### src/rtl/cache_refill_ctrl.sv
// Miss-handling engine for the 2-way cache bank: victim writeback,
// beat-wise line refill into the bank, and bank back-pressure.
module cache_refill_ctrl #(
    parameter int ADDR_WIDTH = 64,
    parameter int DATA_WIDTH = 64,
    parameter int BANK_NUM   = 4
) (
    input  logic                           clk,
    input  logic                           rst,
    input  logic                           miss_cache,
    input  logic [ADDR_WIDTH-1:0]          addr_cache,
    input  logic                           set_cache,
    input  logic                           need_wb,
    input  logic [ADDR_WIDTH-1:0]          addr_wb,
    input  logic [BANK_NUM*DATA_WIDTH-1:0] data_wb,
    output logic                           busy_wb,
    output logic                           busy_rd,
    output logic [ADDR_WIDTH-1:0]          addr_rd,
    output logic [2*DATA_WIDTH-1:0]        data_rd,
    output logic                           wen_rd,
    output logic                           set_rd,
    output logic                           finish_rd,
    output logic                           mem_req_valid,
    input  logic                           mem_req_ready,
    output logic                           mem_req_wen,
    output logic [ADDR_WIDTH-1:0]          mem_req_addr,
    output logic [2*DATA_WIDTH-1:0]        mem_req_wdata,
    input  logic                           mem_resp_valid,
    input  logic [2*DATA_WIDTH-1:0]        mem_resp_rdata
);

    localparam int BEATS    = BANK_NUM / 2;
    localparam int BW       = (BEATS > 1) ? $clog2(BEATS) : 1;
    localparam int BYTE_NUM = DATA_WIDTH / 8;

    localparam logic [BW-1:0] LAST_BEAT = BW'(BEATS - 1);

    localparam logic [2:0] S_IDLE    = 3'd0;
    localparam logic [2:0] S_WB      = 3'd1;
    localparam logic [2:0] S_RD_REQ  = 3'd2;
    localparam logic [2:0] S_RD_WAIT = 3'd3;
    localparam logic [2:0] S_FIN     = 3'd4;

    logic [2:0]                    state;
    logic [BW-1:0]                 beat;
    logic [ADDR_WIDTH-1:0]         rd_base;
    logic [ADDR_WIDTH-1:0]         wb_base;
    logic [BANK_NUM*DATA_WIDTH-1:0] wb_line;
    logic                          way;

    logic [ADDR_WIDTH-1:0] beat_off;
    logic [ADDR_WIDTH-1:0] wb_beat_addr;
    logic [ADDR_WIDTH-1:0] rd_beat_addr;
    logic                  last;

    // Line bases are aligned, so the offset never carries out of the line.
    assign beat_off     = ADDR_WIDTH'(beat) * ADDR_WIDTH'(2 * BYTE_NUM);
    assign wb_beat_addr = wb_base + beat_off;
    assign rd_beat_addr = rd_base + beat_off;
    assign last         = (beat == LAST_BEAT);

    assign busy_rd = (state != S_IDLE);
    assign busy_wb = (state == S_WB);
    assign set_rd  = way;

    always_comb begin
        mem_req_valid = 1'b0;
        mem_req_wen   = 1'b0;
        mem_req_addr  = rd_beat_addr;
        mem_req_wdata = wb_line[int'(beat)*2*DATA_WIDTH +: 2*DATA_WIDTH];
        if (state == S_WB) begin
            mem_req_valid = 1'b1;
            mem_req_wen   = 1'b1;
            mem_req_addr  = wb_beat_addr;
        end else if (state == S_RD_REQ) begin
            mem_req_valid = 1'b1;
        end
    end

    always_ff @(posedge clk) begin
        if (rst) begin
            state     <= S_IDLE;
            beat      <= '0;
            rd_base   <= '0;
            wb_base   <= '0;
            wb_line   <= '0;
            way       <= 1'b0;
            addr_rd   <= '0;
            data_rd   <= '0;
            wen_rd    <= 1'b0;
            finish_rd <= 1'b0;
        end else begin
            wen_rd    <= 1'b0;
            finish_rd <= 1'b0;
            case (state)
                S_IDLE: begin
                    if (miss_cache) begin
                        rd_base <= addr_cache;
                        way     <= set_cache;
                        beat    <= '0;
                        if (need_wb) begin
                            wb_base <= addr_wb;
                            wb_line <= data_wb;
                            state   <= S_WB;
                        end else begin
                            state   <= S_RD_REQ;
                        end
                    end
                end
                S_WB: begin
                    if (mem_req_ready) begin
                        if (last) begin
                            beat  <= '0;
                            state <= S_RD_REQ;
                        end else begin
                            beat  <= beat + 1'b1;
                        end
                    end
                end
                S_RD_REQ: begin
                    if (mem_req_ready) state <= S_RD_WAIT;
                end
                S_RD_WAIT: begin
                    if (mem_resp_valid) begin
                        data_rd <= mem_resp_rdata;
                        addr_rd <= rd_beat_addr;
                        wen_rd  <= 1'b1;
                        if (last) begin
                            state <= S_FIN;
                        end else begin
                            beat  <= beat + 1'b1;
                            state <= S_RD_REQ;
                        end
                    end
                end
                S_FIN: begin
                    // First FIN cycle arms the pulse; second emits it and leaves.
                    if (!finish_rd) begin
                        finish_rd <= 1'b1;
                        addr_rd   <= rd_base;
                    end else begin
                        beat  <= '0;
                        state <= S_IDLE;
                    end
                end
                default: state <= S_IDLE;
            endcase
        end
    end

endmodule

### config.mk
export PLATFORM = sky130hd
export DESIGN_NAME = cache_refill_ctrl
export DESIGN_NICKNAME = d
export VERILOG_FILES = /design/src/rtl/cache_refill_ctrl.sv
export SDC_FILE = /design/constraint.sdc
export NUM_CORES = 1
export LEC_CHECK = 0
export CAP_MARGIN = 15
export CORE_AREA = 2 2 349 351
export DETAILED_ROUTE_END_ITERATION = 7
export DIE_AREA = 0 0 351 353
export GPL_TIMING_DRIVEN = 0
export SYNTH_ARGS = -nofsm -noshare
export SYNTH_HDL_FRONTEND = slang
export SYNTH_SLANG_ARGS = --single-unit
### constraint.sdc
create_clock -name clk -period 3.1 [get_ports clk]
set_input_delay 0.93 -clock clk [delete_from_list [all_inputs] [get_ports clk]]
set_output_delay 0.93 -clock clk [all_outputs]
set_load 0.05 [all_outputs]
==> impl_metrics.py <==
metrics = {
    "setup_path": {
        "path_common_cell": "nand4_1",
        "critPathMaxStageDelay_ns": 0.35,
        "crit_arrival_ns": 3.30,
        "cp-end-kind": "primary output",
        "critPathLaunchType": "flip-flop",
        "cp_slowest_cell": "nand4_1",
        "critPathKind": "reg -> out",
        "cp_cell_sequence": "buf_1 -> nand4_1 -> nor2_2 -> nand4_1 -> buf_8 -> nor2_4 -> xnor2_4 -> mux2i_4 -> buf_6",
        "critPathBufInv": 3,
        "crit_family": "simple AND/OR/NAND/NOR gates",
        "required_ns": 2.17,
        "worstPathMaxFanout": 6,
    },
    "clocking": {
        "htreeDepth": 3,
        "cts_sinks": 583,
        "ctsHoldBuffers": 0,
        "clkLatencyLatePin_ns": 0.66,
        "cts_tree": "built",
        "cts_buffer_depth": 3,
        "cts_buffers": 75,
        "path_clk_slew_ns": 0.06,
        "clockRootBuffer": "clkbuf_16",
    },
    "grt": {
        "grt_pass1_vias": 27500,
        "gr-usage-all-layers_pct": 22.6,
        "grt_overflow": 0,
        "grt_max_degree": 13,
        "antenna_found_initial": 29,
        "grt_first_pass_wirelength_um": 201000,
    },
    "synth": {
        "synth_top_cell_by_area": "dfxtp_1",
        "async_reset_ff_share_pct": 0,
        "ys_seq_area_share_pct": 45.7,
        "yosys_warnings": 0,
        "synth_flop_cell": "dfxtp_1",
        "syn-num-nets": 3839,
        "synth_seq_cells": 583,
        "syn_area_per_cell_um2": 7.71,
        "synthDistinctLibCells": 48,
        "post_synth_instance_area_um2": 25600,
        "synth_top_area_share_pct": 45.7,
        "netlist_instances": 3314,
        "synthTopCellsByArea": "dfxtp_1 46%, nand2_1 16%, a21oi_1 10%",
        "synth_edf_count": 0,
    },
    "run": {
        "maxCapViolCount": 0,
    },
    "timing": {
        "slew_viol_final": 0,
        "hold_viol_final": 0,
        "finalSetupViolations": 194,
        "fin_worst_skew_ns": 0.0276,
        "fin_crit_ns": 4.23,
        "tightest_slew_ns": 1.04,
        "fin_ws_ns": -1.13,
        "maxSlewHeadroom_pct": 30.7,
        "rsz0062_at_grt": "yes",
        "clock.fmax_mhz": 237,
        "fin_crit_sh_pct": 136,
        "holdWs_ns": 0.451,
    },
    "power_and_ir_drop": {
        "fin_total_pwr_mw": 29.4,
        "p_leak_nw": 15.3,
        "vdd_drop_max_v": 0.000491,
        "power_density_nw_per_um2": 673,
    },
    "floorplan": {
        "coreArea_um2": 121000,
        "ios": 910,
        "die_height_um": 353,
        "die_w_um": 351,
        "start_util_pct": 21.2,
        "die-area_um2": 124000,
        "num_rows": 128,
    },
    "routing": {
        "drt.antenna.violating_nets": 0,
        "wl_um": 148000,
        "drcViolationCount": 0,
        "avgViaCountPerCell": 4.61,
        "avgRoutedWirePerCell_um": 24.2,
        "dr.pass1.iters": 6,
        "drt_iter0_markers": 1894,
        "vias": 28200,
    },
    "run_status": {
        "outcome": "finished with violations",
        "violations": "negative setup slack",
    },
    "final_layout": {
        "nNetsFinal": 4952,
        "instances_no_fill": 6124,
        "layout-drive-gt1-share_pct": 20.6,
        "area_growth_pct": 70.9,
    },
    "placed_design": {
        "place_congestion": 0.948,
        "hpwl_um": 117000,
        "post-place-cells": 5856,
        "io_buffers": 908,
    },
    "hold_path": {
        "holdCritPathClass": "reg -> reg",
    },
}
## report_power, final
group | internal (mW) | switching, mW
sequential | 8.27 | 0.728
clock | 5.56 | 3.87
combinational | 4.18 | 6.76
total | 18.0 | 11.4
## registers in the layout, indices dropped and copies added (netlist names)
signal / flops
state: 3
finish_rd: 1
wen_rd: 1
rd_base: 64
wb_base: 64
set_rd: 1
wb_line: 256
data_rd: 128
beat: 1
addr_rd: 64
## timing repair
item | CTS | global route
pin swaps | 31 | 67
setup endpoints to repair | 347 | 559
resized for setup | 790 | 1056
cloned | 5 | 5
buffers inserted | 41 | 82
## cells in the final DEF, fill, tap and decap left out, types with 11 or more instances in the layout
cell type and instances:
and3_1 11, dfxtp_2 22, a211oi_1 49, diode_2 15, clkdlybuf4s50_1 712, nor3_2 12, xor2_2 12, clkbuf_16 90
a21oi_1 522, nand2_1 1106, buf_12 20, mux2i_4 20, clkbuf_8 20, o21ai_2 14, dfxtp_1 555, mux2_2 110
nor4_1 17, nand4_1 43, nor3_1 27, nor2_1 100, buf_6 204, clkbuf_2 18, inv_1 18, nor4_4 13
nor3_4 11, buf_8 29, nor2_2 15, xnor2_2 34, buf_4 94, xnor2_4 16, clkbuf_1 200, nand3_1 34
nor2_4 13, xor2_1 31, mux2_4 24, xnor2_1 72
## synthesized netlist by cell type (27+ instances only)
cell      number
nand2_1     1108
clkbuf_1     246
nor2_1       128
nor4_1        28
a21oi_1      535
mux2i_1       27
dfxtp_1      583
a211oi_1      49
mux2_2       134
nor3_1        50
xnor2_1      122
nand3_1       50
o21ai_0       28
xor2_1        45
nand4_1       43
## final timing paths
path	start	endpoint	slack [ns]	cells past startpoint
worst max-delay path	rd_base[32]$_SDFFE_PP0P_	mem_req_addr[54]	-1.13	9
worst min-delay path	wb_line[74]$_SDFFE_PP0P_	wb_line[74]$_SDFFE_PP0P_	0.45	2
worst max register to register	state[2]$_SDFFE_PP0P_	addr_rd[56]$_SDFFE_PP0P_	0.13	6
worst min register to register	wb_line[74]$_SDFFE_PP0P_	wb_line[74]$_SDFFE_PP0P_	0.45	2
## per-layer routing
metal	GRT usage [%]	share of wire, %
met1	27.6	40
met2	36.9	46
met3	6.03	8.6
met4	10.6	5.1
met5	0	0.074
## stage by stage
step | setup slack (ns) | cell area (um2) | TNS [ns] | utilization, %
after global placement | -1.86 | 37200 | -513.70 | 30.8
after floorplan | -0.192 | 26100 | -1.65 | -
final | -1.13 | 43700 | -89.87 | 36.2
after detailed placement | -1.84 | 37400 | -462.28 | 31.0
after CTS | -1.15 | 41200 | -167.56 | 34.2
after global routing | -1.24 | 43700 | -110.42 | 36.2
## worst min-delay path, delay by kind of cell (launching register included)
family	cells	cell delay (ns)
flops	1	0.30
compound gates	1	0.05
simple gates	1	0.05
## cell families after synthesis
| kind of cell | share of synthesized area (%) |
|---|---|
| AOI/OAI and AO/OA | 13.0 |
| xor gates and xnor gates | 5.72 |
| adders and majority gates | 0.294 |
| buffers and inverters | 4.31 |
| DFF | 45.7 |
| muxes | 6.96 |
| and+or+nand+nor | 24.0 |
## cell type report
cell class | count | area, um2
clock buffers | 103 | 2160
repair buffers | 1050 | 10900
clock inverters | 31 | 500
flip-flops and latches | 583 | 11700
well taps | 1625 | 2030
multi-input cells | 2443 | 14800
fillers | 12400 | 76900
plain buffers | 256 | 1430
diodes | 15 | 37.5
inverters | 18 | 67.6
No activity file was read; power rests on OpenSTA's default activity.
